--- config.mk ---
export PLATFORM = sky130hd
export DESIGN_NAME = xgmii_tx_arbiter
export DESIGN_NICKNAME = d
export VERILOG_FILES = /design/src/rtl/xgmii_tx_arbiter.sv
export SDC_FILE = /design/constraint.sdc
export NUM_CORES = 1
export LEC_CHECK = 0
export ABC_AREA = 1
export BUFFER_PORTS_ARGS = -buffer_cell sky130_fd_sc_hd__buf_4
export CORE_MARGIN = 2
export CORE_UTILIZATION = 35
export DETAILED_ROUTE_END_ITERATION = 12
export GPL_ROUTABILITY_DRIVEN = 0
export SKIP_LAST_GASP = 1
export SYNTH_ARGS = -nofsm -noshare
export SYNTH_HDL_FRONTEND = slang
export SYNTH_SLANG_ARGS = --single-unit
export TNS_END_PERCENT = 1
--- constraint.sdc ---
create_clock -name xgmii_clk -period 5.3 [get_ports xgmii_clk]
set_input_delay 0.53 -clock xgmii_clk [delete_from_list [all_inputs] [get_ports xgmii_clk]]
set_output_delay 0.53 -clock xgmii_clk [all_outputs]
set_load 0.01 [all_outputs]
--- src/rtl/xgmii_tx_arbiter.sv ---
`default_nettype none
// =============================================================================
// Module  : xgmii_tx_arbiter
// Purpose : Round-robin whole-frame scheduler from NREQ FWFT FIFOs onto one XGMII TX port
// Rev     : 1.0  initial release
// =============================================================================
module xgmii_tx_arbiter #(
  parameter int NREQ            = 2,
  parameter int IPG_CYCLES      = 1,
  parameter int MAX_FRAME_WORDS = 200
) (
  input  logic               xgmii_clk,
  input  logic               sys_rst,
  input  logic               tx_en,
  input  logic [NREQ*72-1:0] src_dout,
  input  logic [NREQ-1:0]    src_empty,
  output logic [NREQ-1:0]    src_rd_en,
  output logic [7:0]         xgmii_txc,
  output logic [63:0]        xgmii_txd,
  output logic [NREQ-1:0]    grant,
  output logic [31:0]        frames_sent,
  output logic [15:0]        frames_abort
);
  localparam int IW = (NREQ > 1) ? $clog2(NREQ) : 1;
  localparam int WW = $clog2(MAX_FRAME_WORDS + 1);
  localparam int GW = (IPG_CYCLES > 1) ? $clog2(IPG_CYCLES) : 1;
  localparam logic [WW-1:0] C_MAX_WORDS = WW'(MAX_FRAME_WORDS);
  localparam logic [GW-1:0] C_IPG_LAST  = GW'(IPG_CYCLES - 1);
  localparam logic [IW-1:0] C_PTR_RST   = IW'(NREQ - 1);
  localparam logic [63:0]   C_IDLE_D    = 64'h0707_0707_0707_0707;
  localparam logic [63:0]   C_ERR_D     = 64'hFEFE_FEFE_FEFE_FEFE;

  typedef enum logic [1:0] {
    S_IDLE  = 2'd0,
    S_SEND  = 2'd1,
    S_ABORT = 2'd2,
    S_IPG   = 2'd3
  } state_t;

  state_t          state;
  logic [IW-1:0]   rr_ptr;
  logic [IW-1:0]   gidx;
  logic [WW-1:0]   wcnt;
  logic [GW-1:0]   ipg_cnt;

  logic [71:0]     head [NREQ];
  logic [IW-1:0]   cand;
  logic [IW-1:0]   win_idx;
  logic            win_found;
  logic [IW-1:0]   sel;
  logic [71:0]     word;
  logic            is_start;
  logic            is_term;
  logic            pop;

  for (genvar g = 0; g < NREQ; g++) begin : g_head
    assign head[g] = src_dout[72*g +: 72];
  end

  always_comb begin
    win_found = 1'b0;
    win_idx   = '0;
    cand      = '0;
    // Scan starts one past the last owner so every source gets its turn.
    for (int k = 1; k <= NREQ; k++) begin
      cand = IW'((int'(rr_ptr) + k) % NREQ);
      if (!win_found && !src_empty[cand]) begin
        win_found = 1'b1;
        win_idx   = cand;
      end
    end
    sel      = (state == S_IDLE) ? win_idx : gidx;
    word     = head[sel];
    is_start = (word[71:64] == 8'h01) && (word[7:0] == 8'hFB);
    is_term  = 1'b0;
    for (int k = 0; k < 8; k++) begin
      if (word[64+k] && (word[8*k +: 8] == 8'hFD)) is_term = 1'b1;
    end
    case (state)
      S_IDLE:  pop = tx_en && win_found;
      S_SEND:  pop = !src_empty[gidx] && (wcnt < C_MAX_WORDS);
      S_ABORT: pop = !src_empty[gidx];
      default: pop = 1'b0;
    endcase
    if (sys_rst) pop = 1'b0;
    src_rd_en = pop ? (NREQ'(1) << sel) : '0;
  end

  always_ff @(posedge xgmii_clk) begin
    if (sys_rst) begin
      state        <= S_IDLE;
      xgmii_txc    <= 8'hFF;
      xgmii_txd    <= C_IDLE_D;
      grant        <= '0;
      rr_ptr       <= C_PTR_RST;
      gidx         <= '0;
      wcnt         <= '0;
      ipg_cnt      <= '0;
      frames_sent  <= '0;
      frames_abort <= '0;
    end else begin
      xgmii_txc <= 8'hFF;
      xgmii_txd <= C_IDLE_D;
      case (state)
        S_IDLE: begin
          if (pop) begin
            if (is_start) begin
              xgmii_txc <= word[71:64];
              xgmii_txd <= word[63:0];
              grant     <= NREQ'(1) << win_idx;
              rr_ptr    <= win_idx;
              gidx      <= win_idx;
              wcnt      <= WW'(1);
              state     <= S_SEND;
            end else if (frames_abort != 16'hFFFF) begin
              frames_abort <= frames_abort + 16'd1;
            end
          end
        end
        S_SEND: begin
          if (pop) begin
            xgmii_txc <= word[71:64];
            xgmii_txd <= word[63:0];
            wcnt      <= wcnt + WW'(1);
            if (is_term) begin
              frames_sent <= frames_sent + 32'd1;
              ipg_cnt     <= '0;
              state       <= S_IPG;
            end
          end else begin
            // Underflow or watchdog: poison the frame so the PHY peer drops it.
            xgmii_txc <= 8'hFF;
            xgmii_txd <= C_ERR_D;
            if (frames_abort != 16'hFFFF) frames_abort <= frames_abort + 16'd1;
            state <= S_ABORT;
          end
        end
        S_ABORT: begin
          if (pop && is_term) begin
            ipg_cnt <= '0;
            state   <= S_IPG;
          end
        end
        default: begin
          grant <= '0;
          if (ipg_cnt == C_IPG_LAST) state <= S_IDLE;
          else ipg_cnt <= ipg_cnt + GW'(1);
        end
      endcase
    end
  end
endmodule
`default_nettype wire

==> results.md <==
- FF-to-FF path depth: 16
- Critical Path Source: state[1]
- Port Buffers: 272
- Critical path, cell by cell: inv_1, ha_1, inv_2, nand2_4, nand2_4, nand2_1, nand2_1, nand2_1, nor2_1, inv_2, nor2_1, nand4_2, or2_1, nand2_1, nand2_2, a21oi_2
- Clk sinks: 134
- Avg WL per Cell: 16.5 um
- Cell count after synthesis: 1067
- Post-synthesis mux area share: 0%
- GRT Total Usage: 24.1%
- Grt ovf: 0
- Minimum period implied by the final worst setup slack: 4.10 ns
- Dominant synthesized flop cell: dfxtp_1
- Total core area: 19700 sq um
- Slew @ Worst Pin: 0.949 ns
- Mapped cell area: 7060 sq um
- Clock power share: 50.6%
- H-Tree Depth: 4
- DP Wirelength: 19.9 mm
- Post-synth EDFFs: 0
- Pre-Repair DR Iteration Count: 5
- Clk slew on worst S/H paths: 0.06 ns
- Vias: 7831
- Final Hold Fails: 0
- Net Sw Power: 0.575 mW
- Post-synth top area share: 38.0%
- Finished Cell Area: 9840 sq um
- Final setup fails: 0
- Yosys reg bits: 134
- Max clock buf depth: 2
- Number of I/O pins: 273
- Asr flop ratio synth: 0%
- Sequential area share after synthesis: 38.0%
- Most used cell, CP: nand2_1
- Largest family of logic cells by synthesized area: simple AND/OR/NAND/NOR gates
- Min Hold Slack: 0.340 ns
- Post-Synth XOR/XNOR Area: 4.46%
- Tcrit/Tclk final: 77.3%
- Reg2reg end: xgmii_txd[52]
- Synthesized area per cell: 6.62 sq um
- Pleak: 4.55 nW
- Warnings from Yosys: 0
- Hold-critical path endpoint: xgmii_txc[0]
- CTS Buf Count: 17
- Power per cell area: 258 nW/um^2
- Final worst slack: 1.20 ns
- Setup Buffers After CTS: 0
- Adder-Cell Fraction of Synth Area: 1.24%
- Post-place setup slack: 1.17 ns
- Initial antenna violation count: 1
- CTS tree: done
- Clk_skew: 0.00966 ns
- CP Max Fanout: 90
- HP Start: src_dout[136]
- Largest net degree at the start of global routing: 91
- Routed WL: 26.2 mm
- HP Class: input port to flop
- R2r setup slk: 1.20 ns
- Top cell type by total area after synthesis: dfxtp_1
- Drt via density: 4.92
- Final ANT Viol Nets: 0
- Req. time, crit path: 5.64 ns
- Fin nets: 1468
- Most frequent cells in the layout: nand2_1, buf_4, nor2_1, dfxtp_1, nand3_1
- Hold bufs inserted after CTS: 0
- Slowest CP cell: nand2_4
- Die Span Y: 146 um
- Layout cells sized above 1: 25.1%
- R2R Path Start: state[1]
- Area after DPL: 9200 sq um
- Die width: 146 um
- Commonest non-fill, non-tap cell in the layout: nand2_1
- Synth top area cells: dfxtp_1, nand2_1, nand3_1
- Hold path depth: 3
- Critical Path AT: 4.44 ns
- Int Power: 1.96 mW
- Comb power frac: 9.6%
- First-pass GRT wire length: 40.6 mm
- Slew HR: 36.5%
- Syn_nets: 1223
- Die area: 21300 sq um
- CP startpoint kind: flop
- Achievable Freq: 244 MHz
- Flop pwr share: 39.8%
- Final slew viol count: 0
- Simple-gate area share of the yosys netlist: 39.7%
- Initial DRC Count: 483
- Clk root buf: clkbuf_16
- Post-route DRC: 0
- Starting Density: 35.9%
- Yosys cell types: 37
- Number of max-cap violations: 0
- Worst vdd ir: 0.207 mV
- Final setup TNS: 0 ns
- Run status: finished clean
- Compound-Gate Fraction of Synth Area: 8.29%
- Area Overhead vs Synth: 39.3%
- RSZ-0062 raised after global routing: false
- Worst-skew pair later-pin latency: 0.43 ns
- Sw Share: 22.7%
- Worst stage delay on the critical path: 0.62 ns
- Post-CTS sizing: 0
- Worst Setup Path Type: flop to flop
- Placement row count: 51
- Vias in the first global route: 7418
- Worst setup EP type: flop
-- power by group through the flow --
stage	registers [mW]	clock network (mW)	logic, mW
after global placement	1.03	0	0.244
final	1.01	1.28	0.245
after global routing	1.01	1.35	0.270
after detailed placement	1.03	0	0.244
after CTS	1.01	1.31	0.245
after floorplan	1.03	0	0.115
-- synth_stat cells (2+ instances only) --
cell and n:
xnor2_1 13, xor2_1 23, ha_1 7, nand3_1 109
nand2_1 319, and3_1 3, inv_1 80, nor3_1 22
clkbuf_1 17, nand2_2 3, nor4_1 7, nand4_1 39
nor2_1 137, o21ai_0 34, a21oi_1 50, a21oi_2 14
buf_2 21, buf_4 8, dfxtp_1 134, inv_2 4
or2_2 2, nand2_4 2, o21ai_1 2, buf_6 3
buf_1 2
-- cells by family (layout without fill, tap and decap cells) --
logic type,Yosys count,after routing
AND/OR/NAND/NOR,651,651
AO/OA/AOI/OAI,104,104
XOR/XNOR,36,36
flip-flops,134,134
buffers and inverters,135,393
other,0,1
adder cells (fa/ha/maj),7,7
-- metrics by stage --
stage               power (mW)  cells  util, %
floorplan                 1.15   1067        -
global route              2.63   1591     50.1
finish                    2.54   1591     50.1
CTS                       2.56   1590     50.0
global placement          1.28   1558     46.8
detailed placement        1.28   1558     46.8
-- worst max-delay path, delay by kind of cell (launching register included) --
| kind | cells | cell delay [ns] |
|---|---|---|
| AO/OA/AOI/OAI | 1 | 0.29 |
| adder cells (fa/ha/maj) | 1 | 0.34 |
| buffers and inverters | 3 | 0.28 |
| flip-flops | 1 | 0.38 |
| AND/OR/NAND/NOR | 11 | 2.67 |
-- state kept, by name, summed over array words and instances (netlist names) --
signal and flops:
frames_abort 16, wcnt 8, gidx 1, frames_sent 32, grant 2, xgmii_txd 64, rr_ptr 1, state 2
xgmii_txc 8
-- worst max-delay path by stage --
stage | end | slack [ns] | depth (start not counted)
5_1_grt | xgmii_txd[39] | 0.71 | 16
4_1_cts | xgmii_txd[52] | 1.17 | 16
2_1_floorplan | xgmii_txc[0] | 2.92 | 20
3_5_place_dp | xgmii_txd[52] | 1.17 | 16
6_report | xgmii_txd[52] | 1.20 | 16
3_3_place_gp | xgmii_txd[21] | 1.26 | 15
-- layer usage --
layer / vias up / track usage (%) / routed length [um]
met5: - / 0 / 0
met4: 0 / 8.11 / 733
met3: 43 / 6.00 / 1840
met2: 308 / 38.4 / 11600
met1: 3549 / 31.9 / 12000
li1: 3931 / - / -
-- layout make-up --
type                            count  area, sq um
Antenna cell                        1         2.50
Inverter                           84          315
Timing Repair Buffer              277         2080
Multi-Input combinational cell    798         3790
Clock inverter                      9          174
Tap cell                          265          332
Clock buffer                       23          458
Fill cell                        2050         9820
Sequential cell                   134         2680
Note: power is estimated with default switching activity, not from simulation.
